**src/rtl/multdiv_iter.sv**
```systemverilog
// multdiv_iter: iterative signed multiply/divide unit for the execute stage.
//
// A one-cycle start pulse on ctrl_MULT or ctrl_DIV captures both operands.
// busy stays high until the edge that raises data_resultRDY. data_result and
// data_exception are registered and change only on the edge entering DONE.
//
// Ports:
//   clock, reset        rising-edge clock, synchronous active-low reset
//   ctrl_MULT, ctrl_DIV start pulses (MULT wins when both are high)
//   data_operandA/B     signed operands (multiplicand/dividend, multiplier/divisor)
//   data_result         low WIDTH bits of the product, or the quotient
//   data_exception      overflow or divide-by-zero, valid with data_resultRDY
//   data_resultRDY      one-cycle completion pulse
//   busy                operation in flight
//
// Build option MULTDIV_BOOTH_EN: multiply uses radix-4 modified Booth
// (WIDTH/2 iterations). Otherwise radix-2 shift-add on magnitudes.
// Divide behaves identically in both builds.

module multdiv_iter #(
    parameter int unsigned WIDTH = 32
) (
    input  logic             clock,
    input  logic             reset,
    input  logic             ctrl_MULT,
    input  logic             ctrl_DIV,
    input  logic [WIDTH-1:0] data_operandA,
    input  logic [WIDTH-1:0] data_operandB,
    output logic [WIDTH-1:0] data_result,
    output logic             data_exception,
    output logic             data_resultRDY,
    output logic             busy
);

    localparam int unsigned CntW = $clog2(WIDTH + 1);
`ifdef MULTDIV_BOOTH_EN
    localparam logic [CntW-1:0] MulLast = CntW'(WIDTH / 2);
`else
    localparam logic [CntW-1:0] MulLast = CntW'(WIDTH);
`endif
    localparam logic [CntW-1:0] DivLast = CntW'(WIDTH);

    typedef enum logic [1:0] {StIdle, StMul, StDiv, StDone} state_e;

    state_e             state_q;
    logic [CntW-1:0]    cnt_q;
    logic [2*WIDTH-1:0] acc_q;     // mul: product/multiplier; div: {remainder, quotient}
    logic [WIDTH-1:0]   opnd_q;    // magnitude of multiplicand (radix-2) or divisor
    logic               neg_q;     // result sign = signA ^ signB
    logic               dz_q;      // divisor was zero at capture
    logic [WIDTH-1:0]   result_q;
    logic               exc_q;
    logic               rdy_q;
    logic               busy_q;
`ifdef MULTDIV_BOOTH_EN
    logic [2*WIDTH-1:0] mcand_q;   // sign-extended multiplicand, shifted 2 per step
    logic [WIDTH:0]     mplr_q;    // {multiplier, 0} scanned 3 bits at a time
    logic [2*WIDTH-1:0] booth_pp;
`else
    logic [WIDTH:0]     mul_sum;
    logic [2*WIDTH-1:0] mul_next;
`endif

    logic               start;
    logic [WIDTH-1:0]   mag_a, mag_b;
    logic [2*WIDTH-1:0] mul_prod;
    logic [WIDTH:0]     mul_upper;
    logic               mul_ovf;
    logic [WIDTH:0]     div_shift;
    logic               div_ok;
    logic [WIDTH-1:0]   div_rem;
    logic [2*WIDTH-1:0] div_next;
    logic [WIDTH-1:0]   div_res;
    logic               div_ovf;

    always_comb begin
        start = ctrl_MULT | ctrl_DIV;
        mag_a = data_operandA[WIDTH-1] ? -data_operandA : data_operandA;
        mag_b = data_operandB[WIDTH-1] ? -data_operandB : data_operandB;

`ifdef MULTDIV_BOOTH_EN
        booth_pp = '0;
        case (mplr_q[2:0])
            3'b001, 3'b010: booth_pp = mcand_q;
            3'b011:         booth_pp = {mcand_q[2*WIDTH-2:0], 1'b0};
            3'b100:         booth_pp = -{mcand_q[2*WIDTH-2:0], 1'b0};
            3'b101, 3'b110: booth_pp = -mcand_q;
            default:        booth_pp = '0;
        endcase
        mul_prod = acc_q;
`else
        // Add multiplicand into the upper half when the multiplier LSB is set,
        // keeping the carry, then shift the whole accumulator right by one.
        mul_sum  = {1'b0, acc_q[2*WIDTH-1:WIDTH]} + {1'b0, (acc_q[0] ? opnd_q : '0)};
        mul_next = {mul_sum, acc_q[WIDTH-1:1]};
        mul_prod = neg_q ? -acc_q : acc_q;
`endif
        // Overflow when the product is not the sign extension of its low half.
        mul_upper = mul_prod[2*WIDTH-1:WIDTH-1];
        mul_ovf   = ~((&mul_upper) | (~|mul_upper));

        // Restoring step: shift in next dividend bit, subtract divisor if it fits.
        div_shift = acc_q[2*WIDTH-1:WIDTH-1];
        div_ok    = div_shift >= {1'b0, opnd_q};
        div_rem   = div_shift[WIDTH-1:0] - opnd_q;
        div_next  = {(div_ok ? div_rem : div_shift[WIDTH-1:0]), acc_q[WIDTH-2:0], div_ok};
        div_res   = neg_q ? -acc_q[WIDTH-1:0] : acc_q[WIDTH-1:0];
        // Only MIN_INT / -1 yields a positive quotient with the top bit set.
        div_ovf   = ~neg_q & acc_q[WIDTH-1];
    end

    always_ff @(posedge clock) begin
        if (!reset) begin
            state_q  <= StIdle;
            cnt_q    <= '0;
            acc_q    <= '0;
            opnd_q   <= '0;
            neg_q    <= 1'b0;
            dz_q     <= 1'b0;
            result_q <= '0;
            exc_q    <= 1'b0;
            rdy_q    <= 1'b0;
            busy_q   <= 1'b0;
`ifdef MULTDIV_BOOTH_EN
            mcand_q  <= '0;
            mplr_q   <= '0;
`endif
        end else begin
            rdy_q <= 1'b0;
            if (start) begin
                // A start in any state aborts whatever is in flight.
                cnt_q  <= '0;
                busy_q <= 1'b1;
                neg_q  <= data_operandA[WIDTH-1] ^ data_operandB[WIDTH-1];
                if (ctrl_MULT) begin
                    state_q <= StMul;
`ifdef MULTDIV_BOOTH_EN
                    acc_q   <= '0;
                    mcand_q <= {{WIDTH{data_operandA[WIDTH-1]}}, data_operandA};
                    mplr_q  <= {data_operandB, 1'b0};
`else
                    opnd_q  <= mag_a;
                    acc_q   <= {{WIDTH{1'b0}}, mag_b};
`endif
                end else begin
                    state_q <= StDiv;
                    opnd_q  <= mag_b;
                    acc_q   <= {{WIDTH{1'b0}}, mag_a};
                    dz_q    <= (data_operandB == '0);
                end
            end else begin
                case (state_q)
                    StMul: begin
                        if (cnt_q == MulLast) begin
                            state_q  <= StDone;
                            result_q <= mul_prod[WIDTH-1:0];
                            exc_q    <= mul_ovf;
                            rdy_q    <= 1'b1;
                            busy_q   <= 1'b0;
                        end else begin
                            cnt_q <= cnt_q + 1'b1;
`ifdef MULTDIV_BOOTH_EN
                            acc_q   <= acc_q + booth_pp;
                            mcand_q <= {mcand_q[2*WIDTH-3:0], 2'b00};
                            mplr_q  <= {{2{mplr_q[WIDTH]}}, mplr_q[WIDTH:2]};
`else
                            acc_q <= mul_next;
`endif
                        end
                    end
                    StDiv: begin
                        if (dz_q) begin
                            state_q  <= StDone;
                            result_q <= '0;
                            exc_q    <= 1'b1;
                            rdy_q    <= 1'b1;
                            busy_q   <= 1'b0;
                        end else if (cnt_q == DivLast) begin
                            state_q  <= StDone;
                            result_q <= div_res;
                            exc_q    <= div_ovf;
                            rdy_q    <= 1'b1;
                            busy_q   <= 1'b0;
                        end else begin
                            cnt_q <= cnt_q + 1'b1;
                            acc_q <= div_next;
                        end
                    end
                    StDone:  state_q <= StIdle;
                    default: state_q <= StIdle;
                endcase
            end
        end
    end

    assign data_result    = result_q;
    assign data_exception = exc_q;
    assign data_resultRDY = rdy_q;
    assign busy           = busy_q;

endmodule

```
**config.mk**
```make
export PLATFORM = sky130hd
export DESIGN_NAME = multdiv_iter
export DESIGN_NICKNAME = d
export VERILOG_FILES = /design/src/rtl/multdiv_iter.sv
export SDC_FILE = /design/constraint.sdc
export NUM_CORES = 1
export LEC_CHECK = 0
export CAP_MARGIN = 20
export CORE_UTILIZATION = 60
export DETAILED_ROUTE_END_ITERATION = 10
export DONT_BUFFER_PORTS = 1
export GPL_ROUTABILITY_DRIVEN = 0
export HOLD_SLACK_MARGIN = 0.03
export PLACE_DENSITY_LB_ADDON = 0.08
export SLEW_MARGIN = 20
export SYNTH_ARGS = -nofsm -noshare
export SYNTH_HDL_FRONTEND = slang
export SYNTH_SLANG_ARGS = --single-unit
```
**constraint.sdc**
```tcl
create_clock -name clock -period 4.3 [get_ports clock]
set_input_delay 0.86 -clock clock [delete_from_list [all_inputs] [get_ports clock]]
set_output_delay 0.86 -clock clock [all_outputs]
set_load 0.05 [all_outputs]
```
# Yosys cells after proc, flatten, opt, wreduce, memory -nomap -nowiden
# Cells that the tools add are included.
# totals
word_cells	83
regBits	141
# op_classes
n_reduce_logical	11
n_lt_le_gt_ge	1
add_sub_neg	7
n_mux	36
bitwise	9
n_eq_ne	9
# op_table
operator	count
2-to-1 mux 32 bit	10
2-to-1 mux 64 bit	5
case mux 64 bit (2 select lines)	1
negation 32 bit	3
negation 64 bit	1
case mux 32 bit (2 select lines)	1
adder 32 x 32 -> 33 bit	1
greater-or-equal comparator 33 x 32 -> 1 bit	1
AND reduction 33 bit	1
OR reduction 33 bit	1
logical NOT 32 bit	1
subtractor 32 bit	1
2-to-1 mux 6 bit	2
!= test 3 bit, second input constant	4
case mux 6 bit (2 select lines)	1
2-to-1 mux 1 bit	8
2-to-1 mux 2 bit	4
AND reduction 4 bit	2
adder 6 x 1 -> 6 bit, second input constant	1
== test 6 bit, second input constant	1
case mux 1 bit (2 select lines)	3
inverter 1 bit	5
!= test 2 bit, second input constant	2
case mux 2 bit (2 select lines)	1
10 further kinds	12

# Longest topological paths before layout
# depth
ltp_word	8
depth_mapped	15
depth_no_buf	13

# Least setup slack after synthesis
# OpenSTA, ideal clock, no wires.
# synth_path
path_kind	flip-flop to flip-flop
startpoint	register acc_q[0]
endpoint	register exc_q, in the netlist data_exception
t_required_ns	4.177
slack_ns	0.680
t_arrival_ns	3.497
setup_time_ns	0.123
stages_incl_launch_ff	15
cell_sequence	dfxtp_1 > clkbuf_1 > inv_1 > clkbuf_1 > ha_1 > nor2b_1 > nand2_1 > clkbuf_1 > or4_1 > o41ai_1 > xnor2_1 > nand2b_1 > or4_1 > o41ai_2 > nor3_1
# synth_via
elab_chain_cells	8
elab_cells_between_ends	9
cone_classes	add/sub: 1; mux: 3; bitwise: 2; reduce/logical: 3
# synth_rtl
item	line_no	text
start: declaration	47	logic [2*WIDTH-1:0] acc_q;
start signal: assignment	143	acc_q <= {{WIDTH{1'b0}}, mag_b};
start signal: assignment	148	acc_q <= {{WIDTH{1'b0}}, mag_a};
start signal: assignment	167	acc_q <= mul_next;
negation 64 bit *	96	mul_prod = neg_q ? -acc_q : acc_q;
2-to-1 mux 64 bit *	96	
OR reduction 33 bit	100	mul_ovf = ~((&mul_upper) | (~|mul_upper));
logical NOT 1 bit	100	
bitwise OR 1 bit *	100	
inverter 1 bit *	100	
2-to-1 mux 1 bit *	154	if (cnt_q == MulLast) begin
case mux 1 bit (2 select lines) *	152	case (state_q)
end signal: assignment	157	exc_q <= mul_ovf;
end signal: assignment	181	exc_q <= div_ovf;
end: declaration	52	logic exc_q;
# Mark *: on every way between the ends. The rest lies on a longest branch, timed or not. The select of a mux whose other input is x is not followed.
# A chain may end at the register's enable or synchronous reset.

# Worst setup path after layout
# layout_path
startpoint	register acc_q[31]
endpoint	register acc_q[60]
# layout_via
elab_chain_cells	6
elab_cells_between_ends	7
cone_classes	add/sub: 1; order compare: 1; mux: 5
# layout_rtl
item	line_no	text
subtractor 32 bit / greater-or-equal comparator 33 x 32 -> 1 bit (equally long branches)	105, 104	
2-to-1 mux 32 bit *	106	div_next = {(div_ok ? div_rem : div_shift[WIDTH-1:0]), acc_q[WIDTH-2:0], div_ok};
2-to-1 mux 64 bit *	178	end else if (cnt_q == DivLast) begin
2-to-1 mux 64 bit *	172	if (dz_q) begin
case mux 64 bit (2 select lines) *	152	
2-to-1 mux 64 bit *	130	if (start) begin
# Marked as above.

==> flow_metrics.tcl <==
set metrics [dict create \
    status "finished, final reports clean" \
    yosys_register_bits 141 \
    postSynthAreaPerCell_um2 7.19 \
    ios 103 \
    dpl.hpwl_um 35800 \
    chipWidth_um 154 \
    required_ps 4600 \
    min_path_type "reg -> reg" \
    final_hold_viol_count 0 \
    synth_top_area_share 0.204 \
    synthSimpleGateAreaFrac 0.245 \
    rsz0062_at_grt "false" \
    grt_pass1_wl_um 75500 \
    grt.overflow.total 0 \
    cts-buffers-inserted 17 \
    whs_ps 495 \
    ys_warn_count 0 \
    areaGrowthSynthToFinish_pct 5.84 \
    yosysTopAreaCell "dfxtp_1" \
    power_density_mw_per_mm2 281 \
    antenna_found_initial 0 \
    synth-async-reset-ratio 0 \
    period_needed_ps 4010 \
    drive_gt1_frac 0.0642 \
    drv_slew 0 \
    synthTopCellsByCount "nor2_1 (244), nand2_1 (168), dfxtp_1 (141)" \
    crit_type "reg -> reg" \
    synth-edff-count 0 \
    synthMuxAreaShare 0.0190 \
    peakVddDrop_mv 0.182 \
    syn_inst 1926 \
    drc 0 \
    htree_levels 4 \
    clkLatencyLatePin_ps 450 \
    first_iter_violations 1811 \
    tns_ps 0 \
    synthFlopType "dfxtp_1" \
    firstDrtPassIters 6 \
    layout.nets 1997 \
    yosysUniqueCellTypes 76 \
    via_per_inst 7.04 \
    dieArea_mm2 0.0237 \
    fmax_mhz 249 \
    clockBufferDepth 2 \
    period_share 0.933 \
    fin_skew_ps 13.4 \
    synth-xor-area-share 0.0949 \
    ant_nets 0 \
    rows 55 \
    die_h_um 154 \
    numPortBuffers 0 \
    synth_nets 2068 \
    synth_seq_area_share 0.204 \
    reg2reg_slack_ps 290 \
    tightest_slew_ps 984 \
    arrival_ps 4320 \
    grt_start_max_net_pins 96 \
    critical_path.max_fanout 18 \
    drv_cap 0 \
    via_count 15200 \
    clock_sinks 141 \
    clk_pin_slew_worst_paths_ps 70 \
    p_leak_nw 5.72 \
    core_area_mm2 0.0226 \
    drt_wl_total_um 48000 \
    cts_tree "yes" \
    relSlewSlack 0.343 \
    root_buffer "clkbuf_16" \
    synth_compound_area_frac 0.311 \
    grt_pass1_vias 13600 \
    filler_cell_count 2024 \
    yosysMostFrequentCell "nor2_1" \
    setup_violations 0 \
    synth_area_mm2 0.0139 \
    synth_adder_area_share 0.0679 \
    insertedDiodeCount 0 \
    start_kind "register" \
    track_usage 0.401 \
    wl_per_cell_um 22.3 \
    cp-end-kind "register" \
    ys_top_cells_by_area "dfxtp_1 (20%), nor2_1 (6.6%), ha_1 (6.5%)" \
    synth_top_family_by_area "compound AO/OA/AOI/OAI gates" \
    start_util 0.612 \
]
-- cells by family (layout without fill, tap and decap cells) --
kind of cell,Yosys count,after routing
and+or+nand+nor,699,699
AOI/OAI and AO/OA,628,628
adders and majority gates,74,74
muxes,26,26
buffers and inverters,208,150
xor gates and xnor gates,150,150
DFF,141,141
-- layout make-up --
class                   count  area (µm²)  share of cell area
repair buffers             41         308              0.0210
inverters                  77         289              0.0197
well taps                 285         357              0.0243
multi-input cells        1577       10300               0.700
clock inverters            15         196              0.0134
flip-flops and latches    141        2820               0.193
clock buffers              17         425              0.0290
-- path summary, 6_finish.rpt --
kind                       endpoint  cells past startpoint              startpoint
min           cnt_q[5]$_SDFFE_PP0P_                      2   cnt_q[5]$_SDFFE_PP0P_
max          acc_q[60]$_SDFFE_PN0P_                     12  acc_q[31]$_SDFFE_PN0P_
min reg2reg   cnt_q[5]$_SDFFE_PP0P_                      2   cnt_q[5]$_SDFFE_PP0P_
max reg2reg  acc_q[60]$_SDFFE_PN0P_                     12  acc_q[31]$_SDFFE_PN0P_
-- placed cells by master (no fill, tap or decap), types with 25 or more instances in the layout --
cell	instances
o31ai_1	37
ha_1	71
buf_4	41
nor2_1	243
a21o_1	28
nand3_1	42
a22oi_1	36
a211oi_1	102
xnor2_1	94
o41ai_1	26
dfxtp_1	140
o21ai_0	90
nor2b_1	30
nand2_1	168
nand2b_1	25
nor4_1	25
a31oi_1	30
a21oi_1	131
inv_1	75
xor2_1	56
nor3_1	40
-- power by group --
part           internal (mW)  switching, mW  leakage, nW
Combinational          0.391          0.633         4.27
Clock                  0.890          0.742        0.299
Sequential              1.37          0.104         1.15
Total                   2.65           1.48         5.72
-- sequential cells by signal (all words and copies together) (netlist names) --
signal	flops
acc_q	64
opnd_q	32
dz_q	1
state_q	2
data_exception	1
neg_q	1
busy	1
cnt_q	6
data_result	32
data_resultRDY	1
-- timing repair --
item | CTS | global route
gates resized for setup | 0 | 2
endpoints found under the setup margin | 0 | 3
buffers inserted | 0 | 0
hold buffers | 0 | 0
-- metrics by stage --
step,utilization,instance area [µm²],setup slack (ps),power [mW],cells
after floorplan,-,13900,680,2.23,1926
after global placement,0.620,14000,400,2.46,2121
after detailed placement,0.620,14000,350,2.48,2121
after CTS,0.647,14700,308,4.07,2153
after global routing,0.648,14700,117,4.26,2153
final,0.648,14700,288,4.12,2153
-- routing by layer --
layer  part of all wire  track usage  vias to the layer above
met5                  0            0                        -
met4              0.048        0.194                        0
met3               0.11       0.0812                      145
met2               0.43        0.604                      960
met1               0.42        0.544                     7089
li1                   -            -                     6964
-- critical path, cell delays in order, from the launching register on --
cell       delay, ps
dfxtp_1          520
inv_1            120
ha_1             220
nand3b_1         190
a211oi_1         320
o311ai_0         270
a2111oi_1        660
nor3_1           210
o21ai_2          450
buf_4            350
o22ai_1          130
a31oi_1          300
a31oi_1          120
Note: power is estimated with default switching activity, not from simulation.
